### config.mk
export PLATFORM = sky130hd
export DESIGN_NAME = control_pipeline
export DESIGN_NICKNAME = d
export VERILOG_FILES = /design/src/rtl/control_pipeline_pkg.sv /design/src/rtl/control_pipeline_ctrl_stage_reg.sv /design/src/rtl/control_pipeline.sv
export SDC_FILE = /design/constraint.sdc
export NUM_CORES = 1
export LEC_CHECK = 0
export BUFFER_PORTS_ARGS = -buffer_cell sky130_fd_sc_hd__buf_2
export CAP_MARGIN = 10
export CORE_AREA = 2 2 60 62
export CTS_CLUSTER_SIZE = 8
export DETAILED_ROUTE_END_ITERATION = 12
export DIE_AREA = 0 0 62 64
export PLACE_DENSITY = 0.84
export SLEW_MARGIN = 20
export SYNTH_ARGS = -nofsm -noshare
export SYNTH_HDL_FRONTEND = slang
export SYNTH_SLANG_ARGS = --single-unit
### constraint.sdc
create_clock -name clk -period 2 [get_ports clk]
set_input_delay 0.3 -clock clk [delete_from_list [all_inputs] [get_ports clk]]
set_output_delay 0.3 -clock clk [all_outputs]
set_load 0.01 [all_outputs]
### src/rtl/control_pipeline_pkg.sv
// Shared types for the ID->EX->MEM->WB control pipeline and its ECALL halt sequencer.
// Each stage carries only the control fields that stage or a later one consumes.
package control_pipeline_pkg;

    typedef enum logic [1:0] {
        HALT_RUN     = 2'd0,
        HALT_DRAIN   = 2'd1,
        HALT_HALTED  = 2'd2
    } halt_state_e;

    typedef struct packed {
        logic       is_jal;
        logic       is_jalr;
        logic       branch;
        logic       alu_src;
        logic       mem_read;
        logic       mem_write;
        logic       mem_to_reg;
        logic       pc_to_reg;
        logic       write_enable;
        logic       halt_mark;
        logic [6:0] alu_op;
        logic [4:0] rd;
    } ex_ctrl_t;

    typedef struct packed {
        logic       mem_read;
        logic       mem_write;
        logic       mem_to_reg;
        logic       pc_to_reg;
        logic       write_enable;
        logic       halt_mark;
        logic [4:0] rd;
    } mem_ctrl_t;

    typedef struct packed {
        logic       mem_to_reg;
        logic       pc_to_reg;
        logic       write_enable;
        logic       halt_mark;
        logic [4:0] rd;
    } wb_ctrl_t;

endpackage

### src/rtl/control_pipeline_ctrl_stage_reg.sv
// Valid-qualified control stage register: a clear or a bubble (or an invalid input)
// loads valid=0 with every control field forced to zero.
module ctrl_stage_reg #(
    parameter int W = 8
) (
    input  logic         clk,
    input  logic         clear,
    input  logic         bubble,
    input  logic         valid_d,
    input  logic [W-1:0] d,
    output logic         valid_q,
    output logic [W-1:0] q
);

    always_ff @(posedge clk) begin
        if (clear || bubble || !valid_d) begin
            valid_q <= 1'b0;
            q       <= '0;
        end else begin
            valid_q <= 1'b1;
            q       <= d;
        end
    end

endmodule

### src/rtl/control_pipeline.sv
// Carries decoded control from ID through EX/MEM/WB, inserting bubbles on stall/flush,
// and sequences the ECALL halt (RUN -> DRAIN -> HALTED).
module control_pipeline
    import control_pipeline_pkg::*;
(
    input  logic       clk,
    input  logic       reset,
    input  logic       id_valid,
    input  logic       id_is_jal,
    input  logic       id_is_jalr,
    input  logic       id_branch,
    input  logic       id_mem_read,
    input  logic       id_mem_to_reg,
    input  logic       id_mem_write,
    input  logic       id_alu_src,
    input  logic       id_write_enable,
    input  logic       id_pc_to_reg,
    input  logic       id_is_ecall,
    input  logic [6:0] id_alu_op,
    input  logic [4:0] id_rd,
    input  logic       id_halt_cond,
    input  logic       stall,
    input  logic       flush,
    output logic       ex_valid,
    output logic       ex_is_jal,
    output logic       ex_is_jalr,
    output logic       ex_branch,
    output logic       ex_alu_src,
    output logic       ex_mem_read,
    output logic       ex_write_enable,
    output logic [6:0] ex_alu_op,
    output logic [4:0] ex_rd,
    output logic       mem_valid,
    output logic       mem_mem_read,
    output logic       mem_mem_write,
    output logic       mem_mem_to_reg,
    output logic       mem_pc_to_reg,
    output logic       mem_write_enable,
    output logic [4:0] mem_rd,
    output logic       wb_valid,
    output logic       wb_mem_to_reg,
    output logic       wb_pc_to_reg,
    output logic       wb_write_enable,
    output logic [4:0] wb_rd,
    output logic       fetch_hold,
    output logic       is_halted,
    output logic [1:0] halt_state_dbg
);

    halt_state_e state_q, state_d;
    ex_ctrl_t    ex_d, ex_q;
    mem_ctrl_t   mem_d, mem_q;
    wb_ctrl_t    wb_d, wb_q;
    logic        ex_bubble;
    logic        halt_accept;

    assign halt_accept = id_valid && id_halt_cond && !stall && !flush && (state_q == HALT_RUN);
    assign ex_bubble   = flush || stall || !id_valid || (state_q != HALT_RUN);

    // An ECALL never writes back or touches memory; the halting one carries the marker.
    always_comb begin
        ex_d              = '0;
        ex_d.is_jal       = id_is_jal;
        ex_d.is_jalr      = id_is_jalr;
        ex_d.branch       = id_branch;
        ex_d.alu_src      = id_alu_src;
        ex_d.mem_read     = id_mem_read && !id_is_ecall;
        ex_d.mem_write    = id_mem_write && !id_is_ecall;
        ex_d.mem_to_reg   = id_mem_to_reg;
        ex_d.pc_to_reg    = id_pc_to_reg;
        ex_d.write_enable = id_write_enable && !id_is_ecall && !id_halt_cond;
        ex_d.halt_mark    = id_halt_cond;
        ex_d.alu_op       = id_alu_op;
        ex_d.rd           = id_rd;
    end

    always_comb begin
        mem_d              = '0;
        mem_d.mem_read     = ex_q.mem_read;
        mem_d.mem_write    = ex_q.mem_write;
        mem_d.mem_to_reg   = ex_q.mem_to_reg;
        mem_d.pc_to_reg    = ex_q.pc_to_reg;
        mem_d.write_enable = ex_q.write_enable;
        mem_d.halt_mark    = ex_q.halt_mark;
        mem_d.rd           = ex_q.rd;
    end

    always_comb begin
        wb_d              = '0;
        wb_d.mem_to_reg   = mem_q.mem_to_reg;
        wb_d.pc_to_reg    = mem_q.pc_to_reg;
        wb_d.write_enable = mem_q.write_enable;
        wb_d.halt_mark    = mem_q.halt_mark;
        wb_d.rd           = mem_q.rd;
    end

    ctrl_stage_reg #(.W($bits(ex_ctrl_t))) u_ex (
        .clk(clk), .clear(reset), .bubble(ex_bubble), .valid_d(1'b1),
        .d(ex_d), .valid_q(ex_valid), .q(ex_q)
    );

    ctrl_stage_reg #(.W($bits(mem_ctrl_t))) u_mem (
        .clk(clk), .clear(reset), .bubble(1'b0), .valid_d(ex_valid),
        .d(mem_d), .valid_q(mem_valid), .q(mem_q)
    );

    ctrl_stage_reg #(.W($bits(wb_ctrl_t))) u_wb (
        .clk(clk), .clear(reset), .bubble(1'b0), .valid_d(mem_valid),
        .d(wb_d), .valid_q(wb_valid), .q(wb_q)
    );

    always_ff @(posedge clk) begin
        if (reset) state_q <= HALT_RUN;
        else       state_q <= state_d;
    end

    always_comb begin
        state_d = state_q;
        case (state_q)
            HALT_RUN:    if (halt_accept) state_d = HALT_DRAIN;
            HALT_DRAIN:  if (wb_valid && wb_q.halt_mark) state_d = HALT_HALTED;
            HALT_HALTED: state_d = HALT_HALTED;
            default:     state_d = HALT_RUN;
        endcase
    end

    assign ex_is_jal        = ex_q.is_jal;
    assign ex_is_jalr       = ex_q.is_jalr;
    assign ex_branch        = ex_q.branch;
    assign ex_alu_src       = ex_q.alu_src;
    assign ex_mem_read      = ex_q.mem_read;
    assign ex_write_enable  = ex_q.write_enable;
    assign ex_alu_op        = ex_q.alu_op;
    assign ex_rd            = ex_q.rd;

    assign mem_mem_read     = mem_q.mem_read;
    assign mem_mem_write    = mem_q.mem_write;
    assign mem_mem_to_reg   = mem_q.mem_to_reg;
    assign mem_pc_to_reg    = mem_q.pc_to_reg;
    assign mem_write_enable = mem_q.write_enable;
    assign mem_rd           = mem_q.rd;

    assign wb_mem_to_reg    = wb_q.mem_to_reg;
    assign wb_pc_to_reg     = wb_q.pc_to_reg;
    assign wb_write_enable  = wb_q.write_enable;
    assign wb_rd            = wb_q.rd;

    assign fetch_hold       = (state_q != HALT_RUN);
    assign is_halted        = (state_q == HALT_HALTED);
    assign halt_state_dbg   = state_q;

endmodule

==> flow_metrics.py, run 1 <==
metrics = {
    "run_status": {
        "outcome": "completed",
    },
    "power": {
        "p_comb_share_pct": 13.0,
        "ir_drop_mv": 0.4471,
        "p_per_area_nw_per_um2": 864.6,
        "p_seq_share_pct": 61.2,
        "total_power_uw": 1602,
        "intPower_uw": 1198,
        "pwr-share-clk_pct": 25.7,
        "swShare_pct": 25.25,
        "p_leak_uw": 0.0009582,
        "p_switching_uw": 404.6,
    },
    "timing": {
        "grt_setup_unrepaired": "no",
        "fin_crit_ns": 1.626,
        "maxSlewViolCount": 0,
        "skew_ns": 0.01009,
        "hold_viol": 0,
        "slew_headroom_pct": 65.28,
        "fin_setup_tns_ns": 0,
        "setup_viol": 0,
        "max_freq_ghz": 0.6151,
        "period_share_pct": 81.29,
        "tightest_slew_ns": 0.5198,
    },
    "setup_path": {
        "rr_endpoint": "u_ex.q[2]$_SDFF_PP0_",
        "cp_max_fo": 4,
        "required_ns": 1.70,
        "cp-end-kind": "output pin",
        "cp.arrival_ns": 1.33,
        "rrSetupSlack_ns": 0.39,
        "crit_path_start_kind": "flip-flop",
        "timing.rr.start": "halt_state_dbg[0]$_SDFFE_PP0P_",
        "crit_type": "flip-flop to output pin",
        "worstRegToRegCells": 6,
    },
    "clock_tree": {
        "clock_sinks": 47,
        "post-cts-setup-buffers": 0,
        "ctsHoldBuffers": 0,
        "cts.reportedPaths.clkPinSlew_ns": 0.13,
        "ctsLongestPathBuffers": 2,
        "htreeDepth": 2,
        "cts_root_buffer": "clkbuf_4",
        "cts_tree": "built",
        "clk-insertion-delay-late_ns": 0.35,
        "cts_buffers": 5,
        "cts_repair_resize_count": 0,
    },
    "yosys": {
        "synth_area_sq_um": 1580,
        "yosysWarnings": 0,
        "synth_seq_cells": 47,
        "synth.distinct_cells": 17,
        "synth_nets": 167,
        "syn_inst": 135,
        "ys_seq_area_share_pct": 59.54,
        "syn_area_per_cell_sq_um": 11.71,
    },
    "floorplan": {
        "ios": 71,
        "core_area_sq_um": 3284,
        "dieWidth_microns": 62,
        "dieHeight_microns": 64,
        "start_util_pct": 48.11,
        "die_area_sq_um": 3968,
        "rows": 21,
    },
    "global_route": {
        "antenna_found_initial": 0,
        "grt.total_usage_pct": 13.45,
        "grt_pass1_wl_microns": 3677,
        "overflow": 0,
        "grt_max_degree": 15,
        "grt_pass1_vias": 855,
    },
    "cells_and_area": {
        "final_util_pct": 56.42,
        "nFillCells": 289,
        "fin_nets": 219,
        "seq_area_sq_um": 940.9,
        "layout-drive-gt1-share_pct": 42.55,
        "area_growth_syn_to_layout_pct": 17.26,
        "multi_input_area_sq_um": 431.7,
        "n_antenna_cell": 0,
    },
    "routing": {
        "ant_nets": 0,
        "via_count": 961,
        "drc": 0,
        "wl_per_cell_microns": 10.47,
        "drt_pass1_iterations": 3,
        "routed_wl_microns": 2451,
        "drtIter0Drc": 25,
        "drt-vias-per-instance": 4.107,
    },
    "min_path": {
        "whs_endpoint": "u_ex.q[15]$_SDFF_PP0_",
        "min_path_cells": 2,
        "min_path_type": "primary input to flip-flop",
        "hold_start": "id_mem_to_reg",
    },
    "run": {
        "cap_violations": 0,
    },
    "placed_design": {
        "port_buffers": 70,
        "globalplace.congestion": 0.8115,
    },
}
[cells by family (layout without fill, tap and decap cells)]
kind of cell / Yosys count / in the layout / share of synthesized area, %
simple gates: 52 / 52 / 22.41
flops: 47 / 47 / 59.54
buf+inv: 29 / 82 / 13.14
fa+ha+maj: 4 / 4 / 3.167
mux: 2 / 2 / 1.267
compound gates: 1 / 1 / 0.4752
[critical path: stages (launching register included)]
cell and delay (ns):
dfxtp_1 0.40, inv_1 0.09, ha_1 0.21, inv_1 0.11
buf_2 0.15
[metal layers]
metal | track usage (%) | wire [microns] | vias up
li1 | - | - | 498
met1 | 14.18 | 976 | 414
met2 | 20.83 | 1222 | 42
met3 | 6.073 | 179 | 7
met4 | 8.777 | 73 | 0
met5 | 0 | 0 | -
[per-stage QoR]
| step | setup WS, ns | cell area, sq um | hold WS [ns] | std cells |
|---|---|---|---|---|
| 6_report | 0.3742 | 1853 | 0.1328 | 234 |
| 5_1_grt | 0.2260 | 1853 | 0.1105 | 234 |
| 4_1_cts | 0.3493 | 1853 | 0.1164 | 234 |
| 3_5_place_dp | 0.4417 | 1799 | 0.4097 | 226 |
| 3_3_place_gp | 0.5121 | 1799 | 0.4099 | 226 |
| 2_1_floorplan | 0.6733 | 1580 | 0.4057 | 135 |
[cells in the mapped netlist]
cell type	instances	area (sq um)
dfxtp_1	47	940.9
nand4bb_1	1	11.26
nor4_4	1	21.27
buf_6	2	22.52
inv_1	3	11.26
nor2b_1	2	12.51
and3b_1	2	17.52
and2_1	39	244.0
nand2_1	1	3.750
ha_1	4	50.05
and4bb_2	1	12.51
buf_2	1	5.000
buf_4	22	165.2
a22oi_1	1	7.510
nand2b_1	5	31.28
mux2i_1	2	20.02
clkbuf_1	1	3.750
[flip-flops by register name, summed over array words and instances (netlist names)]
register	cells
u_ex.q	22
u_mem.q	11
u_wb.q	9
halt_state_dbg	2
u_ex.valid_q	1
u_mem.valid_q	1
u_wb.valid_q	1
[cells in the final DEF (no fill, tap or decap), drive strengths merged, types with 2 or more instances in the layout]
cell / Yosys / layout
nor2b: 2 / 2
clkbuf: 1 / 6
and2: 39 / 39
ha: 4 / 4
inv: 3 / 3
nand2b: 5 / 5
and3b: 2 / 2
buf: 25 / 71
dfxtp: 47 / 47
mux2i: 2 / 2
[cell type report]
class,count,area share [%]
clock inverters,2,0.6752
repair buffers,71,19.31
inverters,3,0.6077
multi-input cells,59,23.30
well taps,46,3.106
clock buffers,6,2.228
flip-flops and latches,47,50.78
[power by group through the flow]
stage / sequential (uW) / combinational (uW) / clock [uW]
floorplan: 1010 / 132 / 0
global placement: 1000 / 212 / 0
detailed placement: 1000 / 212 / 0
CTS: 982 / 213 / 431
global route: 987 / 233 / 471
finish: 981 / 209 / 412
[worst max-delay path by stage]
stage,endpoint,slack (ns),depth (start not counted),startpoint
floorplan,u_ex.q[0]$_SDFF_PP0_,0.67,6,halt_state_dbg[0]$_SDFFE_PP0P_
global placement,u_ex.q[3]$_SDFF_PP0_,0.51,6,halt_state_dbg[0]$_SDFFE_PP0P_
detailed placement,u_ex.q[20]$_SDFF_PP0_,0.44,6,halt_state_dbg[0]$_SDFFE_PP0P_
CTS,fetch_hold,0.35,4,halt_state_dbg[0]$_SDFFE_PP0P_
global route,u_ex.q[2]$_SDFF_PP0_,0.23,6,halt_state_dbg[0]$_SDFFE_PP0P_
finish,fetch_hold,0.37,4,halt_state_dbg[0]$_SDFFE_PP0P_
Power figures use the tool's default switching activity.
==> inputs of run 2 (changes only) <==
CORE_AREA = 2 2 66 68   (was 2 2 60 62)
DIE_AREA = 0 0 68 70   (was 0 0 62 64)
PLACE_DENSITY = 0.74   (was 0.84)
clock period = 1.35 ns   (was 2 ns; I/O delays follow)
==> run 2 against run 1 <==
Critical path depth is the same; sequential power is 48% higher; clock skew shrank 0.0059 ns; register-to-register slack got worse by 0.34 ns; via count rose by 4.6%; cell count is 6.4% higher; non-clock buffer count grew 9; first-iteration DRC count is 4.0% higher; power increased by 69%; largest cell class unchanged; largest power group unchanged.
==> flow_metrics.py, run 2 (synthesized netlist as in run 1, its figures left out) <==
metrics = {
    "clock_tree": {
        "ctsHoldBuffers": 0,
        "htreeDepth": 2,
        "ctsLongestPathBuffers": 2,
        "cts.reportedPaths.clkPinSlew_ns": 0.08,
        "cts_tree": "built",
        "cts_root_buffer": "clkbuf_8",
        "clock_sinks": 47,
        "cts_buffers": 5,
        "clk-insertion-delay-late_ns": 0.30,
    },
    "cells_and_area": {
        "area_growth_syn_to_layout_pct": 25.10,
        "reg.largest.list": "u_ex.q x22, u_mem.q x11, u_wb.q x9",
        "largest_register_ffs": 22,
        "top_register": "u_ex.q",
        "layout_commonest_cell": "buf_2",
        "fin_nets": 228,
        "nFillCells": 400,
        "layout-drive-gt1-share_pct": 49.24,
        "layout_common_cells": "72 x buf_2, 45 x dfxtp_1, 39 x and2_1",
        "fin_area_sq_um": 1977,
        "n_antenna_cell": 0,
    },
    "setup_path": {
        "cp_max_fo": 2,
        "cpLargestDelayFamily": "flip-flops",
        "critPathMaxStageDelay_ns": 0.35,
        "crit_chain": "inv_2 > buf_4 > ha_2 > buf_2",
        "crit_type": "flip-flop to output pin",
        "crit_buf_inv": 3,
        "crit_path_start_kind": "flip-flop",
        "required_ns": 1.15,
        "cp_slowest_cell": "dfxtp_2",
        "cp.arrival_ns": 1.11,
        "cp-end-kind": "output pin",
    },
    "power": {
        "p_per_area_nw_per_um2": 1371,
        "ir_drop_mv": 0.5179,
        "p_leak_uw": 0.001015,
    },
    "routing": {
        "drtIter0Drc": 26,
        "via_count": 1005,
        "drc": 0,
        "routed_wl_microns": 2659,
        "drt_pass1_iterations": 2,
        "wl_per_cell_microns": 10.68,
        "drt-vias-per-instance": 4.036,
        "ant_nets": 0,
    },
    "floorplan": {
        "start_util_pct": 38.13,
        "rows": 24,
        "dieWidth_microns": 68,
        "core_area_sq_um": 4144,
        "ios": 71,
        "die_area_sq_um": 4760,
        "dieHeight_microns": 70,
    },
    "min_path": {
        "min_path_type": "primary input to flip-flop",
    },
    "timing": {
        "maxSlewViolCount": 0,
        "tightest_slew_ns": 0.5039,
        "period_share_pct": 97.24,
        "setup_viol": 0,
        "slew_headroom_pct": 66.34,
        "max_freq_ghz": 0.7618,
        "skew_ns": 0.004234,
        "fin_setup_tns_ns": 0,
        "fin_crit_ns": 1.313,
        "hold_viol": 0,
    },
    "run": {
        "cap_violations": 0,
    },
    "run_status": {
        "outcome": "completed",
    },
    "placed_design": {
        "port_buffers": 70,
        "globalplace.congestion": 0.7629,
        "hpwl_microns": 1991,
        "place_area_sq_um": 1829,
    },
    "global_route": {
        "antenna_found_initial": 0,
        "grt_max_degree": 15,
        "grt.total_usage_pct": 12.36,
        "grt_pass1_wl_microns": 4222,
        "grt_pass1_vias": 962,
        "overflow": 0,
    },
}
-- run 2: cell count changes in the layout (fill, tap and decap cells not counted), sizes merged --
cell / change
buf: +9
-- run 2: final cells by class --
cell class / instances / area [sq um] / area share, %
flip-flops and latches: 47 / 943.4 / 47.72
inverters: 3 / 11.26 / 0.5696
clock inverters: 2 / 12.51 / 0.6329
well taps: 52 / 65.06 / 3.291
multi-input cells: 59 / 451.7 / 22.85
repair buffers: 80 / 420.4 / 21.27
clock buffers: 6 / 72.57 / 3.671
-- run 2: per-layer routing --
layer  GRT usage, %  vias up  wire length, microns
met5              0        -                     0
met4          8.222        0                    50
met3          5.314        6                   278
met2          20.28       51                  1343
met1          12.23      433                   987
li1               -      515                     -
-- run 2: worst register-to-register path: cells and delay by family, from the launching register on --
family / cells / cell delay (ns)
simple gates: 2 / 0.35
fa+ha+maj: 1 / 0.14
buf+inv: 4 / 0.41
flops: 1 / 0.33
-- run 2: power by group --
group | total [uW] | internal [uW] | switching (uW) | leakage [uW]
sequential | 1450 | 1430 | 21.7 | 0.000380
combinational | 464 | 243 | 220 | 0.000594
clock | 795 | 362 | 433 | 0.0000412
total | 2710 | 2040 | 675 | 0.00102
-- run 2: worst paths after layout --
check,from,endpoint,slack [ns],cells past startpoint
max,halt_state_dbg[0]$_SDFFE_PP0P_,is_halted,0.04,4
min,id_is_jal,u_ex.q[21]$_SDFF_PP0_,0.1,2
max reg2reg,halt_state_dbg[0]$_SDFFE_PP0P_,u_ex.q[16]$_SDFF_PP0_,0.05,7
min reg2reg,u_ex.q[12]$_SDFF_PP0_,u_mem.q[5]$_SDFF_PN0_,0.43,1
-- run 2: metrics by stage --
step	util (%)	setup slack (ns)	hold WS (ns)	instances	power [uW]
floorplan	-	0.02334	0.3242	135	1690
global placement	44.14	0.07518	0.4007	235	1823
detailed placement	44.14	-0.02073	0.4060	235	1833
CTS	47.22	-0.01620	0.09097	247	2714
global route	47.71	-0.01631	0.09437	249	2855
finish	47.71	0.03727	0.09734	249	2711
-- run 2: what timing repair did --
action / in CTS / in global routing
gates resized for setup: 8 / 3
setup endpoints to repair: 7 / 25
cloned: 1 / 1
endpoints found under the hold margin: 0 / 0
setup buffers: 3 / 1
pin swaps: 4 / 3
